File: config.mk
export PLATFORM = sky130hd
export DESIGN_NAME = hazard_unit_md
export DESIGN_NICKNAME = d
export VERILOG_FILES = /design/src/rtl/cpu_pkg.sv /design/src/rtl/md_busy_tracker.sv /design/src/rtl/hazard_unit_md.sv
export SDC_FILE = /design/constraint.sdc
export NUM_CORES = 1
export LEC_CHECK = 0
export CORE_MARGIN = 2
export CORE_UTILIZATION = 47
export DETAILED_ROUTE_END_ITERATION = 8
export GPL_ROUTABILITY_DRIVEN = 0
export PLACE_DENSITY = 0.82
export SLEW_MARGIN = 15
export SYNTH_ARGS = -nofsm -noshare
export SYNTH_HDL_FRONTEND = slang
export SYNTH_HIERARCHICAL = 1
export SYNTH_SLANG_ARGS = --single-unit
export TNS_END_PERCENT = 1
File: constraint.sdc
create_clock -name clk -period 3.6 [get_ports clk]
set_input_delay 0.72 -clock clk [delete_from_list [all_inputs] [get_ports clk]]
set_output_delay 0.72 -clock clk [all_outputs]
set_load 0.005 [all_outputs]
File: src/rtl/cpu_pkg.sv
// cpu_pkg: shared widths, forward-select encodings and MDU latency defaults
package cpu_pkg;
    localparam int RA_W = 5;
    localparam int T_W  = 2;
    localparam int MULT_CYCLES_DEF = 5;
    localparam int DIV_CYCLES_DEF  = 10;
    localparam logic [1:0] FWD_RF   = 2'b00;
    localparam logic [1:0] FWD_E    = 2'b01;
    localparam logic [1:0] FWD_M    = 2'b10;
    localparam logic [1:0] FWD_W    = 2'b11;
    localparam logic [1:0] FWD_PIPE = 2'b00;
    localparam logic [1:0] FWD_E_M  = 2'b01;
    localparam logic [1:0] FWD_E_W  = 2'b10;
    typedef enum logic {MD_IDLE, MD_BUSY} md_state_e;
endpackage

File: src/rtl/md_busy_tracker.sv
// md_busy_tracker: countdown of remaining multiply/divide busy cycles
module md_busy_tracker
    import cpu_pkg::*;
#(
    parameter int MULT_CYCLES = MULT_CYCLES_DEF,
    parameter int DIV_CYCLES  = DIV_CYCLES_DEF
) (
    input  logic clk,
    input  logic reset_n,
    input  logic start,
    input  logic is_div,
    output logic busy
);
    localparam int MAXC = (MULT_CYCLES > DIV_CYCLES) ? MULT_CYCLES : DIV_CYCLES;
    localparam int CW   = $clog2(MAXC + 1);

    logic [CW-1:0] cnt;
    md_state_e     state;

    // a new start always reloads, even while busy; otherwise count down to zero
    always_ff @(posedge clk or negedge reset_n) begin
        if (!reset_n)
            cnt <= '0;
        else if (start)
            cnt <= is_div ? CW'(DIV_CYCLES) : CW'(MULT_CYCLES);
        else if (cnt != '0)
            cnt <= cnt - 1'b1;
    end

    // busy whenever cycles remain
    always_comb begin
        state = (cnt != '0) ? MD_BUSY : MD_IDLE;
        busy  = (state == MD_BUSY);
    end
endmodule

File: src/rtl/hazard_unit_md.sv
// hazard_unit_md: Tuse/Tnew stall, forwarding selects, MDU interlock and stall counter
module hazard_unit_md
    import cpu_pkg::*;
#(
    parameter int RA_W        = cpu_pkg::RA_W,
    parameter int T_W         = cpu_pkg::T_W,
    parameter int LINK_REG    = 31,
    parameter int MULT_CYCLES = MULT_CYCLES_DEF,
    parameter int DIV_CYCLES  = DIV_CYCLES_DEF,
    parameter int PERF_W      = 32
) (
    input  logic              clk,
    input  logic              reset_n,
    input  logic [RA_W-1:0]   D_A1,
    input  logic [RA_W-1:0]   D_A2,
    input  logic [RA_W-1:0]   E_A1,
    input  logic [RA_W-1:0]   E_A2,
    input  logic [RA_W-1:0]   M_A2,
    input  logic [RA_W-1:0]   E_WR,
    input  logic [RA_W-1:0]   M_WR,
    input  logic [RA_W-1:0]   W_WR,
    input  logic [T_W-1:0]    Tuse_rs,
    input  logic [T_W-1:0]    Tuse_rt,
    input  logic [T_W-1:0]    Tnew_E,
    input  logic [T_W-1:0]    Tnew_M,
    input  logic              RegWrite_E,
    input  logic              RegWrite_M,
    input  logic              RegWrite_W,
    input  logic              check_E,
    input  logic              check_M,
    input  logic              D_md_use,
    input  logic              E_md_start,
    input  logic              E_md_is_div,
    input  logic              perf_clr,
    output logic              stall,
    output logic              E_flush,
    output logic [1:0]        fwd_D_rs,
    output logic [1:0]        fwd_D_rt,
    output logic [1:0]        fwd_E_rs,
    output logic [1:0]        fwd_E_rt,
    output logic              fwd_M_rt,
    output logic              md_busy,
    output logic [PERF_W-1:0] stall_cnt
);
    localparam logic [RA_W-1:0] LINK = RA_W'(LINK_REG);

    // stall hit: the link register counts as a possible destination when check is set
    function automatic logic hit(input logic we, input logic chk, input logic [RA_W-1:0] a,
                                 input logic [RA_W-1:0] wr);
        return we && a != '0 && (a == wr || (chk && a == LINK));
    endfunction

    // forwarding hit: exact destination only
    function automatic logic fhit(input logic we, input logic [RA_W-1:0] a, input logic [RA_W-1:0] wr);
        return we && a != '0 && a == wr;
    endfunction

    function automatic logic data_stall(input logic [RA_W-1:0] a, input logic [T_W-1:0] tuse,
                                        input logic he_in, input logic hm_in);
        return (he_in && ((tuse == 0 && (Tnew_E == 1 || Tnew_E == 2)) || (tuse == 1 && Tnew_E == 2)))
            || (hm_in && tuse == 0 && Tnew_M == 1) || (a == '0 && 1'b0);
    endfunction

    function automatic logic [1:0] dsel(input logic [RA_W-1:0] a);
        return (fhit(RegWrite_E, a, E_WR) && Tnew_E == 0) ? FWD_E :
               (fhit(RegWrite_M, a, M_WR) && Tnew_M == 0) ? FWD_M :
               fhit(RegWrite_W, a, W_WR) ? FWD_W : FWD_RF;
    endfunction

    function automatic logic [1:0] esel(input logic [RA_W-1:0] a);
        return (fhit(RegWrite_M, a, M_WR) && Tnew_M == 0) ? FWD_E_M :
               fhit(RegWrite_W, a, W_WR) ? FWD_E_W : FWD_PIPE;
    endfunction

    md_busy_tracker #(.MULT_CYCLES(MULT_CYCLES), .DIV_CYCLES(DIV_CYCLES)) u_md (
        .clk    (clk),
        .reset_n(reset_n),
        .start  (E_md_start),
        .is_div (E_md_is_div),
        .busy   (md_busy)
    );

    // stall decision and forward-mux selects, purely from current inputs and MDU state
    always_comb begin
        stall = data_stall(D_A1, Tuse_rs, hit(RegWrite_E, check_E, D_A1, E_WR), hit(RegWrite_M, check_M, D_A1, M_WR))
             || data_stall(D_A2, Tuse_rt, hit(RegWrite_E, check_E, D_A2, E_WR), hit(RegWrite_M, check_M, D_A2, M_WR))
             || (D_md_use && (E_md_start || md_busy));
        E_flush  = stall;
        fwd_D_rs = dsel(D_A1);
        fwd_D_rt = dsel(D_A2);
        fwd_E_rs = esel(E_A1);
        fwd_E_rt = esel(E_A2);
        fwd_M_rt = fhit(RegWrite_W, M_A2, W_WR);
    end

    // saturating stall-cycle counter; clear wins over increment
    always_ff @(posedge clk or negedge reset_n) begin
        if (!reset_n)
            stall_cnt <= '0;
        else if (perf_clr)
            stall_cnt <= '0;
        else if (stall && stall_cnt != '1)
            stall_cnt <= stall_cnt + 1'b1;
    end
endmodule

==> impl_results.md <==
* Final Power at 0.980 mW
* WS Path Type: input port to output pin
* Filler cells at 490
* Main flop type after synthesis: dfrtp_1
* Multi-input gate area at just over 2000 um^2
* Largest net degree at the start of global routing at 56
* Status: complete, no violations
* Number of flops mapped to enable cells by yosys at 0
* Endpoint class of the critical path: output pin
* Final Hold Violating Endpoints at 0
* Io pins at 103
* Final period util at 0.995
* Cell Rows at 29
* TritonCTS clock tree: yes
* Register area share after synthesis at 0.292
* Clock Path Buffers at 2
* Hold Crit Class: register to register
* Initial DRC Count at approximately 150
* Final Max Slew Viols at 0
* Clock slew at reported path FFs at 0.07 ns
* Placed Cells at between 500 and 600
* CTS sink cnt at 36
* DP Wirelength at 6610 um
* Max-Cap Viols at 0
* Most frequent cells in the layout: 97 x clkdlybuf4s50_1, 43 x xnor2_1, 36 x dfrtp_1
* Total wire length at 8440 um
* Clk_skew at 0.00602 ns
* Residual DRC count at 0
* #FFs+latches synth at 36
* WL/cell at 15.3 um
* Fmax at 279 MHz
* Synth top area share at 0.292
* Die W at 85.0 um
* Clk_lat worst skew at 0.29 ns
* Port bufs at between 100 and 150
* Die area at 7220 um^2
* Syn Area/Cell at 8.52 um^2
* Power Density at between 200 and 250 nW/um^2
* Top cells by area, synth: dfrtp_1 29%, xnor2_1 12%, or4_1 5.1%
* Worst vdd ir at 0.198 mV
* # diodes at 0
* Initial antenna violation count at 0
* Pleak at 1.66 nW
* Final worst path period need at approximately 3.6 ns
* Most common cell after layout, fill and taps aside: clkdlybuf4s50_1
* Register area at 901 um^2
* Worst path arrival time at 2.86 ns
* Die H at roughly 85 um
* CTS H-tree depth at 2
* Synth Net Count at 426
* Post-CTS setup buffer count at 0
* Area grow syn2layout at 42.5%
* Inserted Clock Buffers at 5
* Synthesized cell area at 3080 um^2
* CTS Root Cell: clkbuf_8
* Asr flop ratio synth at 1.00
* WP data required at 2.88 ns
* Grt total ovfl at 0
* Worst slew margin at 0.410
* Worst-path fanout max at 3
* First-pass GRT wire length at 14200 um
* Final setup viols at 0
* Proportion of layout cells with a drive suffix above 1 at 0.0992
* RSZ-0062 raised after global routing: yes
* Ys Warns at 6
* Syn Inst Count at 362
* Starting Density at 0.486
* Core area at between 6000 and 7000 um^2
* Cell type with the largest total area after synthesis: dfrtp_1
* Mean number of vias per cell at 5.97
* Vias at 3288
* First drt pass iteration count at 4
* Critical path startpoint category: input port
* Worst Tran Pin Value at ~0.9 ns
* Post-route ant nets at 0
* Non-Filler Instances at 551
* Unique masters post-synth at 48
* Vias in the first global route at 3118
* All-Layer GR Usage at 0.237
* Final #Nets at roughly 540
cells in the mapped netlist (3+ instances only):
master     n
o31a_1     3
clkbuf_1  11
buf_2      5
nand2_1   14
mux2_1     6
buf_4      3
nor3_1    10
xnor2_1   43
and2_1     3
nand4_1   17
and4_1     9
buf_6      4
a21oi_1   26
nor2_1    14
and3_1     6
xor2_1    13
nor4_1     8
or4_1     21
or3_1     10
nor2b_1    5
inv_1      8
o21ai_0   12
ha_1       5
nand3_1   25
dfrtp_1   36
o31ai_1   17
cells by family (layout without fill, tap and decap cells):
group                    after synthesis  count (layout)  share of synthesized area
adder cells (fa/ha/maj)                5               5                     0.0203
multiplexers                           9               9                     0.0321
AO/OA/AOI/OAI                         70              70                      0.143
AND/OR/NAND/NOR                      153             153                      0.297
XOR/XNOR                              56              56                      0.159
flip-flops                            36              36                      0.292
buffers and inverters                 33             145                     0.0556
through the flow:
step / utilization / worst slack (ns) / instance area (um^2) / hold WS, ns / TNS (ns)
4_1_cts: 0.687 / 0.00212 / 4360 / 0.571 / 0
6_report: 0.692 / 0.0162 / 4390 / 0.567 / 0
3_5_place_dp: 0.674 / -0.0854 / 4280 / 0.562 / -0.154
3_3_place_gp: 0.674 / -0.0386 / 4280 / 0.543 / -0.0754
5_1_grt: 0.692 / -0.0994 / 4390 / 0.602 / -0.0994
2_1_floorplan: - / 0.608 / 3080 / 0.424 / 0
flip-flops by register name, summed over array words and instances (netlist names):
name,cells
stall_cnt,32
u_md/cnt,4
worst paths after layout:
| kind | startpoint | end | slack (ns) | depth (start not counted) |
|---|---|---|---|---|
| max in group asynchronous | reset_n | stall_cnt[31] | 2.43 | 2 |
| min in group asynchronous | reset_n | stall_cnt[9] | 0.85 | 2 |
| setup reg to reg | u_md/cnt[0] | stall_cnt[24] | 0.87 | 11 |
| setup / recovery | D_A1[0] | stall | 0.02 | 8 |
| hold reg to reg | stall_cnt[17] | stall_cnt[17] | 0.57 | 2 |
| hold / removal | stall_cnt[17] | stall_cnt[17] | 0.57 | 2 |
per-layer routing:
| metal | up-vias | global-route usage | wire length, um |
|---|---|---|---|
| li1 | 1575 | - | - |
| met1 | 1571 | 0.292 | 3450 |
| met2 | 124 | 0.409 | 4260 |
| met3 | 18 | 0.0477 | 557 |
| met4 | 0 | 0.0895 | 182 |
| met5 | - | 0 | 0 |
power by group:
part | total [mW] | switching [mW] | leakage [nW] | internal (mW)
clock | 0.271 | 0.140 | 0.0410 | 0.131
combinational | 0.284 | 0.128 | 1.13 | 0.156
sequential | 0.424 | 0.0103 | 0.493 | 0.414
total | 0.980 | 0.279 | 1.66 | 0.701
timing repair:
item,4_1_cts,5_1_grt
hold endpoints to repair,0,0
hold buffers,0,0
cloned,0,0
gates resized for setup,3,8
pin swaps,1,1
endpoints found under the setup margin,2,7
layout make-up:
cell class | count | share of cell area
Sequential cell | 36 | 0.205
Clock inverter | 1 | 0.00114
Clock buffer | 6 | 0.0165
Inverter | 9 | 0.00769
Timing Repair Buffer | 129 | 0.283
Tap cell | 77 | 0.0219
Multi-Input combinational cell | 293 | 0.464
critical path, stage by stage:
cell             delay, ns
clkdlybuf4s50_1       0.42
or4_4                 0.58
o21bai_4              0.18
o31a_1                0.15
o31a_1                0.14
and3_4                0.20
inv_2                 0.05
clkdlybuf4s50_1       0.43
Power figures use the tool's default switching activity.
